[config.mk]
export PLATFORM = sky130hd
export DESIGN_NAME = m9k_tensor_reader
export DESIGN_NICKNAME = d
export VERILOG_FILES = /design/src/rtl/mem_pkg.sv /design/src/rtl/tensor_count_acc.sv /design/src/rtl/m9k_tensor_reader.sv
export SDC_FILE = /design/constraint.sdc
export NUM_CORES = 1
export LEC_CHECK = 0
export ABC_AREA = 1
export ABC_CLOCK_PERIOD_IN_PS = 7100
export BUFFER_PORTS_ARGS = -buffer_cell sky130_fd_sc_hd__buf_2
export CELL_PAD_IN_SITES_DETAIL_PLACEMENT = 0
export CELL_PAD_IN_SITES_GLOBAL_PLACEMENT = 1
export CORE_MARGIN = 2
export CORE_UTILIZATION = 42
export CTS_BUF_LIST = sky130_fd_sc_hd__clkbuf_4
export CTS_CLUSTER_SIZE = 12
export DETAILED_ROUTE_END_ITERATION = 10
export PLACE_DENSITY_LB_ADDON = 0.1
export SLEW_MARGIN = 20
export SYNTH_ARGS = -nofsm -noshare
export SYNTH_HDL_FRONTEND = slang
export SYNTH_SLANG_ARGS = --single-unit
[constraint.sdc]
create_clock -name clk -period 7.1 [get_ports clk]
set_input_delay 2.13 -clock clk [delete_from_list [all_inputs] [get_ports clk]]
set_output_delay 2.13 -clock clk [all_outputs]
set_load 0.02 [all_outputs]
[src/rtl/mem_pkg.sv]
// Shared memory-port package.
// Holds the tensor reader state encoding, the maximum legal tensor rank and
// the word offsets of the fields inside a tensor record header.
package mem_pkg;

    // Reader FSM encoding.
    typedef enum logic [2:0] {
        ST_IDLE    = 3'd0,
        ST_HDR_N   = 3'd1,
        ST_HDR_DIM = 3'd2,
        ST_DATA    = 3'd3,
        ST_DONE    = 3'd4
    } reader_state_t;

    // Largest rank a record may declare.
    localparam int MAX_DIMS = 4;

    // Header layout: ndims word first, dimension sizes directly after it.
    localparam int NDIMS_OFS = 0;
    localparam int DIMS_OFS  = 1;

endpackage

[src/rtl/tensor_count_acc.sv]
// Element-count accumulator step.
// Multiplies the running element count by one dimension size and flags any
// result that cannot describe a tensor fitting in the address space.
// Ports:
//   i_count    running element count (ADDR_W+1 bits, at most 2^ADDR_W)
//   i_dim      dimension size read from the header
//   o_product  i_count * i_dim, truncated to ADDR_W+1 bits
//   o_overflow dimension is zero, or the product exceeds 2^ADDR_W
module tensor_count_acc #(
    parameter int ADDR_W = 15,
    parameter int DATA_W = 32
) (
    input  logic [ADDR_W:0]   i_count,
    input  logic [DATA_W-1:0] i_dim,
    output logic [ADDR_W:0]   o_product,
    output logic              o_overflow
);

    localparam logic [DATA_W-1:0] LIMIT = DATA_W'(1) << ADDR_W;

    logic [DATA_W-1:0] w_full;

    // Any dim above the limit already overflows because i_count >= 1; ruling
    // it out first also keeps the DATA_W-wide product from wrapping.
    assign w_full     = DATA_W'(i_count) * i_dim;
    assign o_product  = w_full[ADDR_W:0];
    assign o_overflow = (i_dim == '0) || (i_dim > LIMIT) || (w_full > LIMIT);

endmodule

[src/rtl/m9k_tensor_reader.sv]
// Tensor record reader on the M9K memory port.
// Walks one record (ndims word, dimension words, element words) starting at
// cmd_base and streams the elements over a valid/ready interface. Read-only.
// Ports:
//   clk, rst_l                     clock, asynchronous active-low reset
//   cmd_valid/cmd_ready/cmd_base   start request; ready only while idle
//   mem_addr/mem_w_en/
//   mem_data_store/mem_data_load   memory port (combinational read data)
//   elem_valid/elem_ready/
//   elem_data/elem_last            element stream
//   done/err/end_addr              end-of-record pulse, error flag, and the
//                                  first address after the record
module m9k_tensor_reader
    import mem_pkg::*;
#(
    parameter int ADDR_W   = 15,
    parameter int DATA_W   = 32,
    parameter int MAX_DIMS = mem_pkg::MAX_DIMS
) (
    input  logic              clk,
    input  logic              rst_l,
    input  logic              cmd_valid,
    output logic              cmd_ready,
    input  logic [ADDR_W-1:0] cmd_base,
    output logic [ADDR_W-1:0] mem_addr,
    output logic              mem_w_en,
    output logic [DATA_W-1:0] mem_data_store,
    input  logic [DATA_W-1:0] mem_data_load,
    output logic              elem_valid,
    input  logic              elem_ready,
    output logic [DATA_W-1:0] elem_data,
    output logic              elem_last,
    output logic              done,
    output logic              err,
    output logic [ADDR_W-1:0] end_addr
);

    localparam int CNT_W  = ADDR_W + 1;
    localparam int DIMC_W = $clog2(MAX_DIMS + 1);
    localparam logic [CNT_W-1:0] LIMIT = {1'b1, {ADDR_W{1'b0}}};

    reader_state_t     r_state;
    logic [ADDR_W-1:0] r_ptr;
    logic [CNT_W-1:0]  r_count;
    logic [CNT_W-1:0]  r_remaining;
    logic [DIMC_W-1:0] r_dims_left;
    logic              r_err;
    logic [ADDR_W-1:0] r_end_addr;

    logic [CNT_W-1:0]  w_product;
    logic              w_overflow;
    logic [ADDR_W-1:0] w_ptr_inc;
    logic [DATA_W:0]   w_hdr_end;
    logic              w_hdr_bad;
    logic [ADDR_W+1:0] w_data_end;
    logic              w_data_bad;
    logic              w_active;

    tensor_count_acc #(
        .ADDR_W (ADDR_W),
        .DATA_W (DATA_W)
    ) u_count_acc (
        .i_count    (r_count),
        .i_dim      (mem_data_load),
        .o_product  (w_product),
        .o_overflow (w_overflow)
    );

    assign w_ptr_inc = r_ptr + ADDR_W'(1);

    // The last dimension word must still lie inside the address space.
    assign w_hdr_end = (DATA_W+1)'(r_ptr) + (DATA_W+1)'(mem_data_load);
    assign w_hdr_bad = (mem_data_load == '0)
                    || (mem_data_load > DATA_W'(MAX_DIMS))
                    || (w_hdr_end > (DATA_W+1)'((2 ** ADDR_W) - 1));

    // Element block starts right after the last dimension word; its end may
    // touch 2^ADDR_W exactly but not go beyond.
    assign w_data_end = (ADDR_W+2)'(r_ptr) + (ADDR_W+2)'(1) + (ADDR_W+2)'(w_product);
    assign w_data_bad = w_data_end > (ADDR_W+2)'(LIMIT);

    always_ff @(posedge clk or negedge rst_l) begin
        if (!rst_l) begin
            r_state     <= ST_IDLE;
            r_ptr       <= '0;
            r_count     <= '0;
            r_remaining <= '0;
            r_dims_left <= '0;
            r_err       <= 1'b0;
            r_end_addr  <= '0;
        end else begin
            case (r_state)
                ST_IDLE: begin
                    if (cmd_valid) begin
                        r_ptr   <= cmd_base + ADDR_W'(NDIMS_OFS);
                        r_err   <= 1'b0;
                        r_state <= ST_HDR_N;
                    end
                end
                ST_HDR_N: begin
                    if (w_hdr_bad) begin
                        r_err      <= 1'b1;
                        r_end_addr <= r_ptr;
                        r_state    <= ST_DONE;
                    end else begin
                        r_count     <= CNT_W'(1);
                        r_ptr       <= r_ptr + ADDR_W'(DIMS_OFS);
                        r_dims_left <= mem_data_load[DIMC_W-1:0];
                        r_state     <= ST_HDR_DIM;
                    end
                end
                ST_HDR_DIM: begin
                    if (w_overflow) begin
                        r_err      <= 1'b1;
                        r_end_addr <= r_ptr;
                        r_state    <= ST_DONE;
                    end else begin
                        r_count     <= w_product;
                        r_ptr       <= w_ptr_inc;
                        r_dims_left <= r_dims_left - DIMC_W'(1);
                        if (r_dims_left == DIMC_W'(1)) begin
                            if (w_data_bad) begin
                                r_err      <= 1'b1;
                                r_end_addr <= w_ptr_inc;
                                r_state    <= ST_DONE;
                            end else begin
                                r_remaining <= w_product;
                                r_state     <= ST_DATA;
                            end
                        end
                    end
                end
                ST_DATA: begin
                    if (elem_ready) begin
                        r_ptr       <= w_ptr_inc;
                        r_remaining <= r_remaining - CNT_W'(1);
                        if (r_remaining == CNT_W'(1)) begin
                            r_end_addr <= w_ptr_inc;
                            r_state    <= ST_DONE;
                        end
                    end
                end
                ST_DONE: r_state <= ST_IDLE;
                default: r_state <= ST_IDLE;
            endcase
        end
    end

    // Outputs decode straight from state so reset clears them immediately.
    assign w_active       = (r_state == ST_HDR_N) || (r_state == ST_HDR_DIM)
                         || (r_state == ST_DATA);
    assign cmd_ready      = (r_state == ST_IDLE);
    assign mem_addr       = w_active ? r_ptr : '0;
    assign mem_w_en       = 1'b0;
    assign mem_data_store = '0;
    assign elem_valid     = (r_state == ST_DATA);
    assign elem_data      = elem_valid ? mem_data_load : '0;
    assign elem_last      = elem_valid && (r_remaining == CNT_W'(1));
    assign done           = (r_state == ST_DONE);
    assign err            = done && r_err;
    assign end_addr       = r_end_addr;

endmodule

==> run_results.csv, run 1 <==
group,metric,value,unit
run_status,outcome,"complete, but fails checks",
run_status,violations,"negative setup slack",
clock_tree,cts_tree,"built",
floorplanning,core_area,45500,sq um
timing,fmax,0.122,GHz
route,ant_nets,0,
synthesis,synth_seq_area_share,0.0890,
finish,nets,3754,
global_routing,grt_pass1_wl,109,mm
pwr,net-switching-power,0.00236,W
worst_setup_path,critPathTopFamily,"adder cells",
worst_setup_path,arrival,8.66,ns
synthesis,yosysWarnings,0,
pwr,powerDensity,173,nW/um^2
synthesis,synthArstFlopShare,1.00,
placement,pre_cts_slack,-2.00,ns
worst_setup_path,path_buf_inv,10,
clock_tree,insertion_delay,0.52,ns
route,vias_per_cell,4.96,
route,wl,71.1,mm
floorplanning,die_h,219,um
synthesis,syn_avg_cell_area,6.74,sq um
worst_setup_path,slowest_delay,0.57,ns
global_routing,antenna_found_initial,3,
worst_setup_path,cp.required,7.54,ns
pwr,p_int,0.00207,W
pwr,seq_power_share,0.182,
worst_setup_path,endpoint_kind,"flip-flop",
worst_setup_path,cp_max_fo,8,
global_routing,grt_max_degree,70,
timing,finalCriticalPeriod,8.23,ns
worst_setup_path,crit_slowest_cell,"fa_2",
clock_tree,root_buffer,"clkbuf_4",
pwr,p_clk_frac,0.052,
timing,setup_slack,-1.13,ns
worst_setup_path,crit_type,"primary input to flip-flop",
pwr,p_leak,14.3,nW
floorplanning,boundaryPins,151,
timing,grt_setup_unrepaired,"true",
finish,drive_gt1_frac,0.262,
floorplanning,initial_utilization,0.427,
route,vias,19359,
clock_tree,htreeDepth,3,
clock_tree,clkTransAtPathRegs,0.09,ns
synthesis,ys.flop_type,"dfrtp_1",
clock_tree,cts_made_buffers,9,
pwr,vdd_drop_max,0.262,mV
synthesis,postSynthCellCount,2878,
global_routing,grt_usage,0.300,
timing,fin_crit_sh,1.16,
finish,final_cell_mix,"nand2_1 (778), inv_1 (645), buf_4 (343)",
finish,finalNonFillerCells,3901,
clock_tree,cts.sinks,69,
route,firstDrtPassIters,5,
timing,maxSlewHeadroom,0.340,
clock_tree,clockBufferDepth,2,
worst_setup_path,startpoint_type,"primary input",
placement,gp_congestion,0.918,
timing,holdWs,0.502,ns
placement,place_hpwl,57.6,mm
finish,final_util,0.564,
global_routing,grt_overflow,0,
pwr,swShare,0.533,
route,drt_iter0_drc,1265,
finish,multi_input_area,15800,sq um
pwr,p_comb_frac,0.766,
synthesis,synth_edf_count,0,
floorplanning,rows,78,
timing,tightest_slew,0.989,ns
placement,port_buffers,117,
timing,setup_violations,69,
finish,seqCellArea,1730,sq um
timing,hold_viol,0,
run,drv_cap,0,
synthesis,ys_types,52,
worst_setup_path,cpMostUsedCell,"nand2_1",
placement,dp_cells,3803,
synthesis,syn_area,19400,sq um
finish,layout.cells.most_common,"nand2_1",
timing,final_max_slew_viol_count,0,
floorplanning,die_width,219,um
global_routing,grt_pass1_vias,19765,
min_path,worstHoldPathType,"flip-flop to flip-flop",
timing,finalClockSkew,0.0288,ns
route,routedWlPerCell,18.2,um
route,drc,0,
finish,fillers,4463,
finish,area_growth,32.1,%
synthesis,yosys_register_bits,69,
floorplanning,die_area,47900,sq um
-- cell usage after synthesis, types with 5 or more instances --
master	number	area (sq um)
buf_2	24	120
inv_1	693	2600
ha_1	100	1250
xnor2_1	9	78.8
o21ai_0	83	415
nand4_1	30	188
nand3_1	114	571
a21oi_1	64	320
nor4_1	9	56.3
inv_2	5	18.8
xor2_1	32	280
buf_1	12	45.0
nor3_1	29	145
dfrtp_1	69	1730
nor2_1	190	713
o21ai_1	19	95.1
nand3b_1	21	158
mux2i_1	5	50.1
buf_4	34	255
nand2_1	873	3280
fa_1	306	6130
clkbuf_1	82	308
a21o_1	7	52.6
-- layout make-up --
type / instances / area share
clock inverter: 3 / 0.000586
clock buffer: 11 / 0.00322
timing repair buffer: 531 / 0.179
sequential: 69 / 0.0674
antenna: 1 / 0.0000976
multi-input combinational: 1988 / 0.618
tap: 600 / 0.0293
inverter: 698 / 0.103
-- registers in the layout (all words and copies together), names as in the netlist --
signal,cells
r_err,1
r_state,3
r_ptr,15
r_remaining,16
r_count,16
r_dims_left,3
end_addr,15
-- timing repair --
| item | CTS | global route |
|---|---|---|
| setup endpoints to repair | 69 | 69 |
| resized for setup | 335 | 123 |
| hold buffers | 0 | 0 |
| gates cloned | 5 | 3 |
| pin swaps | 170 | 55 |
| buffers inserted | 70 | 9 |
-- worst register-to-register path, delay by kind of cell (launching register included) --
family / cells / cell delay, ns
buffers and inverters: 11 / 0.81
and+or+nand+nor: 17 / 1.68
adders and majority gates: 8 / 3.69
xor gates and xnor gates: 1 / 0.23
DFF: 1 / 0.43
AOI/OAI and AO/OA: 1 / 0.13
-- final timing paths --
path                                   from  cells after the start        endpoint  slack, ns
max in group asynchronous             rst_l                      1        r_ptr[5]       4.68
hold / removal                  end_addr[0]                      2     end_addr[0]       0.50
setup / recovery           mem_data_load[9]                     34     end_addr[0]      -1.13
hold reg to reg                 end_addr[0]                      2     end_addr[0]       0.50
setup reg to reg                 r_count[6]                     38     end_addr[0]       0.01
min in group asynchronous             rst_l                      1  r_remaining[0]       1.76
-- logic make-up (layout without fill, tap and decap cells) --
| kind of cell | after synthesis | after routing | share of synthesized area |
|---|---|---|---|
| xor+xnor | 41 | 41 | 0.0185 |
| buf+inv | 853 | 1243 | 0.174 |
| compound gates | 210 | 210 | 0.0609 |
| simple gates | 1293 | 1293 | 0.274 |
| fa+ha+maj | 406 | 406 | 0.380 |
| flops | 69 | 69 | 0.0890 |
| other cells | 1 | 34 | 0.000193 |
| mux | 5 | 5 | 0.00258 |
-- routing by layer --
| layer | global-route usage | vias up | part of all wire |
|---|---|---|---|
| met5 | 0 | - | 0.00045 |
| met1 | 0.402 | 9416 | 0.43 |
| li1 | - | 9244 | - |
| met4 | 0.0860 | 4 | 0.027 |
| met2 | 0.501 | 601 | 0.47 |
| met3 | 0.0502 | 94 | 0.071 |
-- power by group through the flow --
stage	clock (W)	combinational [W]	sequential, W
detailed placement	0	0.00284	0.000784
floorplan	0	0.00180	0.000702
global placement	0	0.00282	0.000788
CTS	0.000244	0.00326	0.000785
finish	0.000229	0.00339	0.000807
global route	0.000252	0.00373	0.000822
-- metrics by stage --
stage               setup TNS (ns)  power, W  area, sq um
finish                      -72.80   0.00443        25600
global route                -88.29   0.00480        25600
CTS                         -64.45   0.00429        25100
detailed placement         -131.62   0.00362        23100
global placement           -128.56   0.00360        23100
floorplan                   -76.27   0.00250        20000
No activity file was read; power rests on OpenSTA's default activity.
==> run 2: changes to the inputs <==
==> constraint.sdc (replaced) <==
create_clock -name clk -period 7.1 [get_ports clk]
set_input_delay 2.13 -clock clk [delete_from_list [all_inputs] [get_ports clk]]
set_output_delay 2.13 -clock clk [all_outputs]
set_load 0.005 [all_outputs]
==> run 2 against run 1 <==
Effect of this change: highest routed layer is now met4; largest power group unchanged; register-to-register slack got worse by 0.27 ns; the run still ends with negative setup slack left; sequential power increased by 1%; critical path depth increased by 4; critical path type unchanged.
==> run_results.csv, run 2 (synthesis gave the netlist of run 1 again) <==
group,metric,value,unit
worst_setup_path,cp_max_fo,8,
clock_tree,cts_made_buffers,9,
floorplanning,die_area,47900,sq um
route,wl,72.0,mm
clock_tree,cts_tree,"built",
floorplanning,boundaryPins,151,
global_routing,grt_pass1_vias,20376,
clock_tree,insertion_delay,0.52,ns
route,firstDrtPassIters,5,
clock_tree,htreeDepth,3,
route,drt_iter0_drc,1133,
placement,gp_congestion,0.944,
route,routedWlPerCell,18.4,um
worst_setup_path,startpoint_type,"primary input",
min_path,worstHoldPathType,"flip-flop to flip-flop",
run_status,outcome,"complete, but fails checks",
finish,area_growth,35.5,%
timing,maxSlewHeadroom,0.340,
timing,hold_viol,0,
finish,drive_gt1_frac,0.288,
placement,port_buffers,117,
timing,setup_violations,69,
pwr,p_leak,14.5,nW
route,vias_per_cell,5.02,
pwr,powerDensity,176,nW/um^2
worst_setup_path,path_buf_inv,11,
timing,final_max_slew_viol_count,0,
worst_setup_path,slowest_delay,0.54,ns
worst_setup_path,endpoint_kind,"flip-flop",
timing,tightest_slew,0.989,ns
floorplanning,core_area,45500,sq um
floorplanning,die_h,219,um
clock_tree,clkTransAtPathRegs,0.11,ns
route,vias,19641,
clock_tree,root_buffer,"clkbuf_4",
floorplanning,initial_utilization,0.427,
floorplanning,rows,78,
finish,finalInstanceArea,26300,sq um
worst_setup_path,crit_slowest_cell,"fa_1",
pwr,vdd_drop_max,0.203,mV
timing,grt_setup_unrepaired,"true",
worst_setup_path,arrival,8.81,ns
placement,place_hpwl,56.7,mm
finish,finalNonFillerCells,3911,
global_routing,grt_usage,0.305,
global_routing,grt_overflow,0,
floorplanning,die_width,219,um
finish,final_cell_mix,"nand2_1 (754), inv_1 (632), buf_4 (345)",
clock_tree,postCtsHoldBufs,0,
timing,finalCriticalPeriod,8.38,ns
worst_setup_path,critPathTopFamily,"adder cells",
timing,holdWs,0.490,ns
placement,dpl_cell_area,23100,sq um
clock_tree,clockBufferDepth,2,
run_status,violations,"negative setup slack",
placement,dp_cells,3793,
finish,nets,3762,
clock_tree,cts.sinks,69,
run,drv_cap,0,
finish,layout.cells.most_common,"nand2_1",
route,drc,0,
worst_setup_path,crit_type,"primary input to flip-flop",
timing,finalClockSkew,0.0304,ns
worst_setup_path,cp.required,7.54,ns
timing,setup_slack,-1.28,ns
global_routing,antenna_found_initial,1,
route,ant_nets,0,
timing,fin_crit_sh,1.18,
finish,top_regs,"r_count x16, r_remaining x16",
global_routing,grt_max_degree,70,
timing,fmax,0.119,GHz
worst_setup_path,cpMostUsedCell,"inv_2",
global_routing,grt_pass1_wl,112,mm
run 2: path summary, 6_finish.rpt:
path | startpoint | end | slack [ns] | depth (start not counted)
worst min-delay path | r_err | r_err | 0.49 | 2
max in group asynchronous | rst_l | r_ptr[7] | 4.68 | 1
worst min register to register | r_err | r_err | 0.49 | 2
worst max-delay path | mem_data_load[9] | end_addr[1] | -1.28 | 38
min in group asynchronous | rst_l | r_remaining[5] | 1.76 | 1
worst max register to register | r_count[3] | end_addr[1] | -0.26 | 36
run 2: area by class of cell:
cell class              instances  area (sq um)
diodes                          1          2.50
flip-flops and latches         69          1730
fillers                      4390         19200
clock inverters                 5          75.1
inverters                     698          2630
repair buffers                539          4800
multi-input cells            1988         16200
clock buffers                  11          82.6
well taps                     600           751
run 2: timing repair:
action	CTS	global route
resized for setup	393	192
buffers inserted	67	25
hold endpoints to repair	0	0
setup endpoints to repair	69	69
gates cloned	9	2
pin swaps	114	153
run 2: worst min-delay path, cell delays in order, from the launching register on:
cell     delay [ns]
dfrtp_1        0.36
nand2_1        0.06
nand2_1        0.05
run 2: stage by stage:
| step | TNS (ns) | total power [W] | setup slack [ns] | utilization |
|---|---|---|---|---|
| floorplan | -75.96 | 0.00240 | -1.24 | - |
| global placement | -136.47 | 0.00351 | -2.03 | 0.508 |
| detailed placement | -137.45 | 0.00354 | -2.05 | 0.508 |
| CTS | -64.43 | 0.00440 | -1.03 | 0.560 |
| global route | -90.64 | 0.00500 | -1.47 | 0.578 |
| finish | -77.07 | 0.00463 | -1.28 | 0.578 |
run 2: layer usage:
layer / wire length, um / track usage
met1: 31300 / 0.410
met2: 34700 / 0.515
met3: 3560 / 0.0261
met4: 2430 / 0.107
met5: 0 / 0
run 2: where the power goes:
group          leakage [nW]  total, W  internal, W  switching (W)
clock network        0.0822  0.000318     0.000148       0.000170
logic                  13.6   0.00350      0.00156        0.00194
registers             0.882  0.000815     0.000531       0.000284
total                  14.5   0.00463      0.00224        0.00240
